[config.mk]
export PLATFORM = sky130hd
export DESIGN_NAME = exposure_timer_ctrl
export DESIGN_NICKNAME = d
export VERILOG_FILES = /design/src/rtl/exposure_timer_ctrl.sv
export SDC_FILE = /design/constraint.sdc
export NUM_CORES = 1
export LEC_CHECK = 0
export ABC_AREA = 1
export BUFFER_PORTS_ARGS = -buffer_cell sky130_fd_sc_hd__buf_2
export CAP_MARGIN = 0
export CORE_MARGIN = 2
export CORE_UTILIZATION = 54
export DETAILED_ROUTE_END_ITERATION = 10
export PLACE_DENSITY = 0.77
export SLEW_MARGIN = 20
export SYNTH_ARGS = -nofsm -noshare
export SYNTH_HDL_FRONTEND = slang
export SYNTH_SLANG_ARGS = --single-unit
[constraint.sdc]
create_clock -name Clk -period 2.1 [get_ports Clk]
set_input_delay 0 -clock Clk [delete_from_list [all_inputs] [get_ports Clk]]
set_output_delay 0 -clock Clk [all_outputs]
set_load 0.01 [all_outputs]
[src/rtl/exposure_timer_ctrl.sv]
// Exposure setting register (clamped, key/load adjustable) plus a shutter timer FSM.
// Optional key auto-repeat is enabled by defining EXP_AUTO_REPEAT_EN.
module exposure_timer_ctrl #(
   parameter int W               = 5,
   parameter int EXP_MIN         = 2,
   parameter int EXP_MAX         = 30,
   parameter int EXP_DEFAULT     = 15,
   parameter int CLKS_PER_MS     = 1,
   parameter int REPEAT_DELAY_MS = 500,
   parameter int REPEAT_RATE_MS  = 100
) (
   input  logic         Clk,
   input  logic         Reset,
   input  logic         Exp_Increase,
   input  logic         Exp_Decrease,
   input  logic         Exp_Load,
   input  logic [W-1:0] Exp_Load_Value,
   input  logic         Start,
   output logic [W-1:0] Exp_Time,
   output logic         Shutter_Open,
   output logic         Busy,
   output logic         Done
);

   localparam int PW = (CLKS_PER_MS > 1) ? $clog2(CLKS_PER_MS) : 1;
   localparam logic [W-1:0]  T_MIN      = W'(EXP_MIN);
   localparam logic [W-1:0]  T_MAX      = W'(EXP_MAX);
   localparam logic [W-1:0]  T_DEF      = W'(EXP_DEFAULT);
   localparam logic [PW-1:0] PRESC_LAST = PW'(CLKS_PER_MS - 1);

   if (EXP_MIN < 1 || EXP_MAX >= (1 << W) || EXP_MIN > EXP_MAX ||
       EXP_DEFAULT < EXP_MIN || EXP_DEFAULT > EXP_MAX || CLKS_PER_MS < 1 ||
       REPEAT_DELAY_MS < 1 || REPEAT_RATE_MS < 1) begin : g_param_check
      $error("exposure_timer_ctrl: illegal parameter set");
   end

   typedef enum logic [1:0] {S_IDLE, S_EXPOSE, S_DONE} state_t;

   state_t        state;
   logic [W-1:0]  remaining;
   logic [PW-1:0] presc;
   logic          inc_prev;
   logic          dec_prev;
   logic          inc_edge;
   logic          dec_edge;
   logic          up_req;
   logic          dn_req;
   logic [W-1:0]  load_clamped;

   assign inc_edge = Exp_Increase & ~inc_prev;
   assign dec_edge = Exp_Decrease & ~dec_prev;

   always_comb begin
      load_clamped = Exp_Load_Value;
      if (Exp_Load_Value < T_MIN)
         load_clamped = T_MIN;
      else if (Exp_Load_Value > T_MAX)
         load_clamped = T_MAX;
   end

`ifdef EXP_AUTO_REPEAT_EN
   localparam int HMAX = (REPEAT_DELAY_MS > REPEAT_RATE_MS) ? REPEAT_DELAY_MS : REPEAT_RATE_MS;
   localparam int HW   = $clog2(HMAX + 1);

   logic [PW-1:0] hold_presc;
   logic [HW-1:0] hold_ms;
   logic [HW-1:0] hold_target;
   logic          repeating;
   logic          held;
   logic          rep_step;

   // Edge cycles count as "not held" so the hold timer restarts at each press.
   assign held = (state == S_IDLE) &&
                 ((Exp_Increase & inc_prev & ~Exp_Decrease) |
                  (Exp_Decrease & dec_prev & ~Exp_Increase));
   assign hold_target = repeating ? HW'(REPEAT_RATE_MS) : HW'(REPEAT_DELAY_MS);
   assign rep_step    = held && (hold_presc == PRESC_LAST) && (hold_ms + 1'b1 == hold_target);

   always_ff @(posedge Clk or negedge Reset) begin
      if (!Reset) begin
         hold_presc <= '0;
         hold_ms    <= '0;
         repeating  <= 1'b0;
      end else if (!held) begin
         hold_presc <= '0;
         hold_ms    <= '0;
         repeating  <= 1'b0;
      end else if (hold_presc == PRESC_LAST) begin
         hold_presc <= '0;
         if (rep_step) begin
            hold_ms   <= '0;
            repeating <= 1'b1;
         end else begin
            hold_ms <= hold_ms + 1'b1;
         end
      end else begin
         hold_presc <= hold_presc + 1'b1;
      end
   end

   assign up_req = inc_edge | (rep_step & Exp_Increase);
   assign dn_req = dec_edge | (rep_step & Exp_Decrease);
`else
   assign up_req = inc_edge;
   assign dn_req = dec_edge;
`endif

   always_ff @(posedge Clk or negedge Reset) begin
      if (!Reset) begin
         state        <= S_IDLE;
         Exp_Time     <= T_DEF;
         remaining    <= '0;
         presc        <= '0;
         Shutter_Open <= 1'b0;
         Busy         <= 1'b0;
         Done         <= 1'b0;
         inc_prev     <= 1'b1;
         dec_prev     <= 1'b1;
      end else begin
         inc_prev <= Exp_Increase;
         dec_prev <= Exp_Decrease;
         case (state)
            S_IDLE: begin
               if (Start) begin
                  remaining    <= Exp_Time;
                  presc        <= '0;
                  state        <= S_EXPOSE;
                  Shutter_Open <= 1'b1;
                  Busy         <= 1'b1;
               end else if (Exp_Load) begin
                  Exp_Time <= load_clamped;
               end else if (up_req && !dn_req) begin
                  if (Exp_Time < T_MAX)
                     Exp_Time <= Exp_Time + 1'b1;
               end else if (dn_req && !up_req) begin
                  if (Exp_Time > T_MIN)
                     Exp_Time <= Exp_Time - 1'b1;
               end
            end
            S_EXPOSE: begin
               if (presc == PRESC_LAST) begin
                  presc     <= '0;
                  remaining <= remaining - 1'b1;
                  if (remaining == W'(1)) begin
                     state        <= S_DONE;
                     Shutter_Open <= 1'b0;
                     Done         <= 1'b1;
                  end
               end else begin
                  presc <= presc + 1'b1;
               end
            end
            S_DONE: begin
               Done  <= 1'b0;
               Busy  <= 1'b0;
               state <= S_IDLE;
            end
            default: begin
               state        <= S_IDLE;
               Shutter_Open <= 1'b0;
               Busy         <= 1'b0;
               Done         <= 1'b0;
            end
         endcase
      end
   end

endmodule

# ---- Yosys cells after proc, flatten, opt, wreduce, memory -nomap -nowiden
# Cells that the tools add are included.
dict set report totals {
  wordCells 72
  output_inout_bits 8
  regBits 18
}
dict set report op_classes {
  eq_ne 7
  muxes 25
  n_reduce_logical 15
  add_sub_neg 4
  order_cmp 4
  bitwise 8
}
# op n
set op_table {}
lappend op_table {{2-to-1 mux 5 bit} 9}
lappend op_table {{case mux 5 bit (2 select lines)} 1}
lappend op_table {{subtractor 5 x 1 -> 5 bit, second input constant} 2}
lappend op_table {{AND reduction 3 bit} 3}
lappend op_table {{2-to-1 mux 1 bit} 7}
lappend op_table {{2-to-1 mux 2 bit} 3}
lappend op_table {{!= test 2 bit, second input constant} 3}
lappend op_table {{inverter 1 bit} 6}
lappend op_table {{case mux 1 bit (2 select lines)} 3}
lappend op_table {{nonzero test 3 bit} 2}
lappend op_table {{adder 5 x 1 -> 5 bit, second input constant} 1}
lappend op_table {{== test 5 x 1 -> 1 bit, second input constant} 1}
lappend op_table {{greater-than comparator 5 x 2 -> 1 bit, second input constant} 1}
lappend op_table {{greater-than comparator 5 bit, second input constant} 1}
lappend op_table {{less-than comparator 5 x 2 -> 1 bit, second input constant} 1}
lappend op_table {{less-than comparator 5 bit, second input constant} 1}
lappend op_table {{AND reduction 5 bit} 1}
lappend op_table {{case mux 2 bit (2 select lines)} 1}
lappend op_table {{AND reduction 2 bit} 2}
lappend op_table {{AND reduction 4 bit} 1}
lappend op_table {{!= test 3 x 2 -> 1 bit, second input constant} 1}
lappend op_table {{case mux 1 bit (3 select lines)} 1}
lappend op_table {{bitwise AND 1 bit} 2}
lappend op_table {{== test 2 x 1 -> 1 bit, second input constant} 1}
lappend op_table {{6 further kinds} 8}

# ---- Longest topological paths before layout
dict set report depth {
  depth_word 7
  mapped_depth 14
}

# ---- Worst setup path before layout
# Ideal clock, no wire load.
dict set report synth_timing {
  kind {reg2reg}
  startpoint {register dec_prev}
  endpoint {register Exp_Time[4]}
  stages_incl_launch_ff 13
  n_path_buf 0
  arrival_time_ns 1.485
  period_less_slack_ns 1.601
  path_slack_ns 0.499
  t_required_ns 1.984
  cell_sequence {dfstp_2 clkinv_1 nand2_2 nand2_4 ha_1 nand3_1 nand2_1 inv_1 o21ai_1 nand2_1 nand3_1 nand2_1 nand2_1}
}
dict set report synth_via {
  elab_chain_len 6
  word_cells_on_any_way 11
}
# element line_no
set synth_lines {}
lappend synth_lines {{from (decl)} 43} ;# logic dec_prev;
lappend synth_lines {{from (signal assigned)} 121} ;# dec_prev <= Exp_Decrease;
lappend synth_lines {{inverter 1 bit (*)} 51} ;# assign dec_edge = Exp_Decrease & ~dec_prev;
lappend synth_lines {{bitwise AND 1 bit (*)} 51}
lappend synth_lines {{logical NOT 1 bit} 132} ;# end else if (up_req && !dn_req) begin
lappend synth_lines {{logical AND 1 bit} 132}
lappend synth_lines {{!= test 3 x 2 -> 1 bit (no source line) (tied with other cells)} --}
lappend synth_lines {{AND reduction 5 bit (no source line) or 2-to-1 mux 5 bit (tied branches)} --}
lappend synth_lines {{to (signal assigned)} 131} ;# Exp_Time <= load_clamped;
lappend synth_lines {{to (signal assigned)} 134} ;# Exp_Time <= Exp_Time + 1'b1;
lappend synth_lines {{to (signal assigned)} 137} ;# Exp_Time <= Exp_Time - 1'b1;
lappend synth_lines {{to (decl)} 19} ;# output logic [W-1:0] Exp_Time,
# Every way passes the cells marked *; elsewhere a longest branch is shown, timed or not.
# A chain may end at the register's enable or synchronous reset.

# ---- Worst setup path after layout
# Ends and elaborated chain as after synthesis.

==> out/qor.txt <==
Compound-Gate Fraction of Synth Area: 10.8%
Area delta synth->final: 16.7%
Commonest non-fill, non-tap cells in the layout: nand2_1, inv_1, buf_2
CP max FO: 8
Routed WL per cell: 11.2 um
XOR/XNOR share of the synthesized area: 2.43%
Tmin final: 1730 ps
Initial antenna violation count: 0
Period utilisation layout: 82.2%
Drt via density: 5.23
Clock root cell: clkbuf_4
Post-CTS resize count: 0
Critical path's top delay family: simple AND/OR/NAND/NOR gates
Routed wire length: 2.23 mm
Reg2Reg Depth: 12
H-tree levels: 1
Total Power: 1.71 mW
Worst-Skew Late Latency: 300 ps
Fin Setup TNS: 0 ps
Relative slew slack: 75.0%
Crit Reg-Reg Startpoint: dec_prev$_DFF_PN1_
Synth Area in Simple Gates: 34.4%
R2r setup slk: 370 ps
Input/output buffers: 18
Outcome: finished clean
Worst Setup Start Kind: flop
Main area contributors after synthesis: dfrtp_1, dfstp_2, nand2_1
Post-Syn Nets: 162
RePlAce Congestion: 0.967
CTS tree: done
Vias in the first global route: 919
Hold Crit Start: Exp_Load
Max-slew violation count: 0
GRT Util Overall: 21.1%
WP data arrival: 1930 ps
Worst-path cell chain: clkinv_1 -> nand2_2 -> nand2_4 -> ha_1 -> nand3_1 -> nand2_1 -> inv_1 -> o21ai_1 -> nand2_1 -> nand3_1 -> nand2_1 -> nand2_1
F_max: 0.580 GHz
Synth Flop Type: dfrtp_1
Largest net degree at the start of global routing: 18
HP Class: in2reg
Main combinational cell family by area after synthesis: simple AND/OR/NAND/NOR gates
DIE AREA: 0.00237 mm2
Ys Warns: 0
Most Frequent Cell on Critical Path: nand2_1
Final setup vio count: 0
Ant. Diodes: 0
Critical Path End Type: flop
Pre-antenna DRT Iters: 4
DR iter-0 viols: 26
IR drop worst, VDD: 0.886 mV
Synth Area per Inst: 7.35 um2
Worst Skew: 1.21 ps
Sequential fraction of the synthesis area: 40.1%
Pwr Density: 1360 mW/mm2
Hold path endpoint: Exp_Time[2]$_DFFE_PN1P_
Antenna-violating nets left: 0
Pleak: 0.662 nW
Hold_buf cts: 3
Die span in y: 48.7 um
Clk buf depth: 2
Netlist cell types: 26
Num CTS Buffers: 3
DRC: 0
Hold depth: 4
RSZ-0062 raised after global routing: no
Total gr overflow: 0
First-pass GRT wire length: 3.89 mm
Crit-path slowest cell: dfstp_2
CP bufs+invs: 2
Number of synthesized flops with an enable pin: 0
Seq cells post-synth: 17
Syn Std Cell Area: 0.00108 mm2
Postcts setup bufs: 0
CTS sink count: 17
Crit path kind: reg2reg
Utilization after layout: 65.6%
CTS clock-pin slew for the worst setup and hold paths: 100 ps
Vias: 1,040
Async set or reset register ratio after synthesis: 100%
Max incr delay on CP: 530 ps
Number of max-cap violations: 0
Post-DP HPWL: 1.68 mm
Share of cells above drive strength 1: 23.3%
I/O pin cnt: 19
Core area: 0.00192 mm2
Tightest Pin Transition: 376 ps
Worst endpoint required time: 2310 ps
Multiplexer share of the synthesized area: 0%
Leading cell type in the layout, fill and taps excluded: nand2_1
Mapped Cells: 147
Initial Util: 56.2%
Die width: 48.7 um
Adder-Cell Fraction of Synth Area: 4.63%
Row count: 16
Synth top area share: 25.5%
Fin. Hold Viols: 0
Nets: 188
Cell accounting for the most synthesized area: dfrtp_1
R2r endpoint: Exp_Time[4]$_DFFE_PN0P_
[worst max path at each step]
stage	start	endpoint	slack (ps)	cells after the start
finish	dec_prev$_DFF_PN1_	Exp_Time[4]$_DFFE_PN0P_	370	12
global route	dec_prev$_DFF_PN1_	Exp_Time[4]$_DFFE_PN0P_	250	12
CTS	dec_prev$_DFF_PN1_	Exp_Time[4]$_DFFE_PN0P_	370	12
detailed placement	dec_prev$_DFF_PN1_	Exp_Time[4]$_DFFE_PN0P_	380	12
global placement	dec_prev$_DFF_PN1_	Exp_Time[4]$_DFFE_PN0P_	410	12
floorplan	dec_prev$_DFF_PN1_	Exp_Time[4]$_DFFE_PN0P_	500	12
[sequential cells by signal, summed over array words and instances (netlist names)]
register and flops:
Busy 1, Done 1, Exp_Time 5, Shutter_Open 1
dec_prev 1, inc_prev 1, remaining 5, state 2
[worst register-to-register path: stages (launching register included)]
cell      delay [ps]
dfstp_2          530
clkinv_1          60
nand2_2          110
nand2_4          100
ha_1             340
nand3_1          100
nand2_1           50
inv_1             60
o21ai_1           60
nand2_1           60
nand3_1           60
nand2_1           60
nand2_1           40
[report_power, final]
group | leakage (nW) | switching, mW | internal (mW)
registers | 0.192 | 0.155 | 0.498
logic | 0.455 | 0.518 | 0.356
clock network | 0.0150 | 0.115 | 0.0742
total | 0.662 | 0.787 | 0.928
[metal layers]
| metal | routed length, um | vias to the layer above | GRT usage (%) |
|---|---|---|---|
| met4 | 45 | 0 | 10.5 |
| met3 | 95 | 5 | 4.01 |
| met5 | 0 | - | 0 |
| met1 | 1070 | 485 | 28.1 |
| met2 | 1020 | 28 | 32.9 |
| li1 | - | 522 | - |
[cells by family after synthesis]
kind of cell | count (synthesis)
flip-flops | 17
XOR/XNOR | 3
adder cells (fa/ha/maj) | 4
AND/OR/NAND/NOR | 82
AO/OA/AOI/OAI | 19
buffers and inverters | 22
[stage by stage]
step	setup WS, ps	cell area, um2	cells	hold WS [ps]
global route	251	1260	199	17.2
finish	375	1260	199	9.72
floorplan	499	1080	147	-296
detailed placement	385	1200	192	-60.6
CTS	366	1260	199	2.60
global placement	414	1200	192	-66.3
[synthesized netlist by cell type, types with 2 or more instances]
cell	instances
nand2_1	40
o221ai_1	2
o22ai_1	3
o21ai_1	3
nand2_2	3
ha_1	4
nor3_1	2
nand3_1	12
a21oi_1	4
inv_2	3
inv_1	18
dfstp_2	6
dfrtp_1	11
nand2_4	2
nor2_1	17
xor2_1	2
nor2_2	2
o21ai_0	4
nand4_1	2
[area by class of cell]
class	instances	area, um2
timing repair buffer	21	120
fill	179	662
inverter	22	82.6
clock buffer	4	26.3
tap	27	33.8
multi-input combinational	108	564
sequential	17	433
Note: power is estimated with default switching activity, not from simulation.
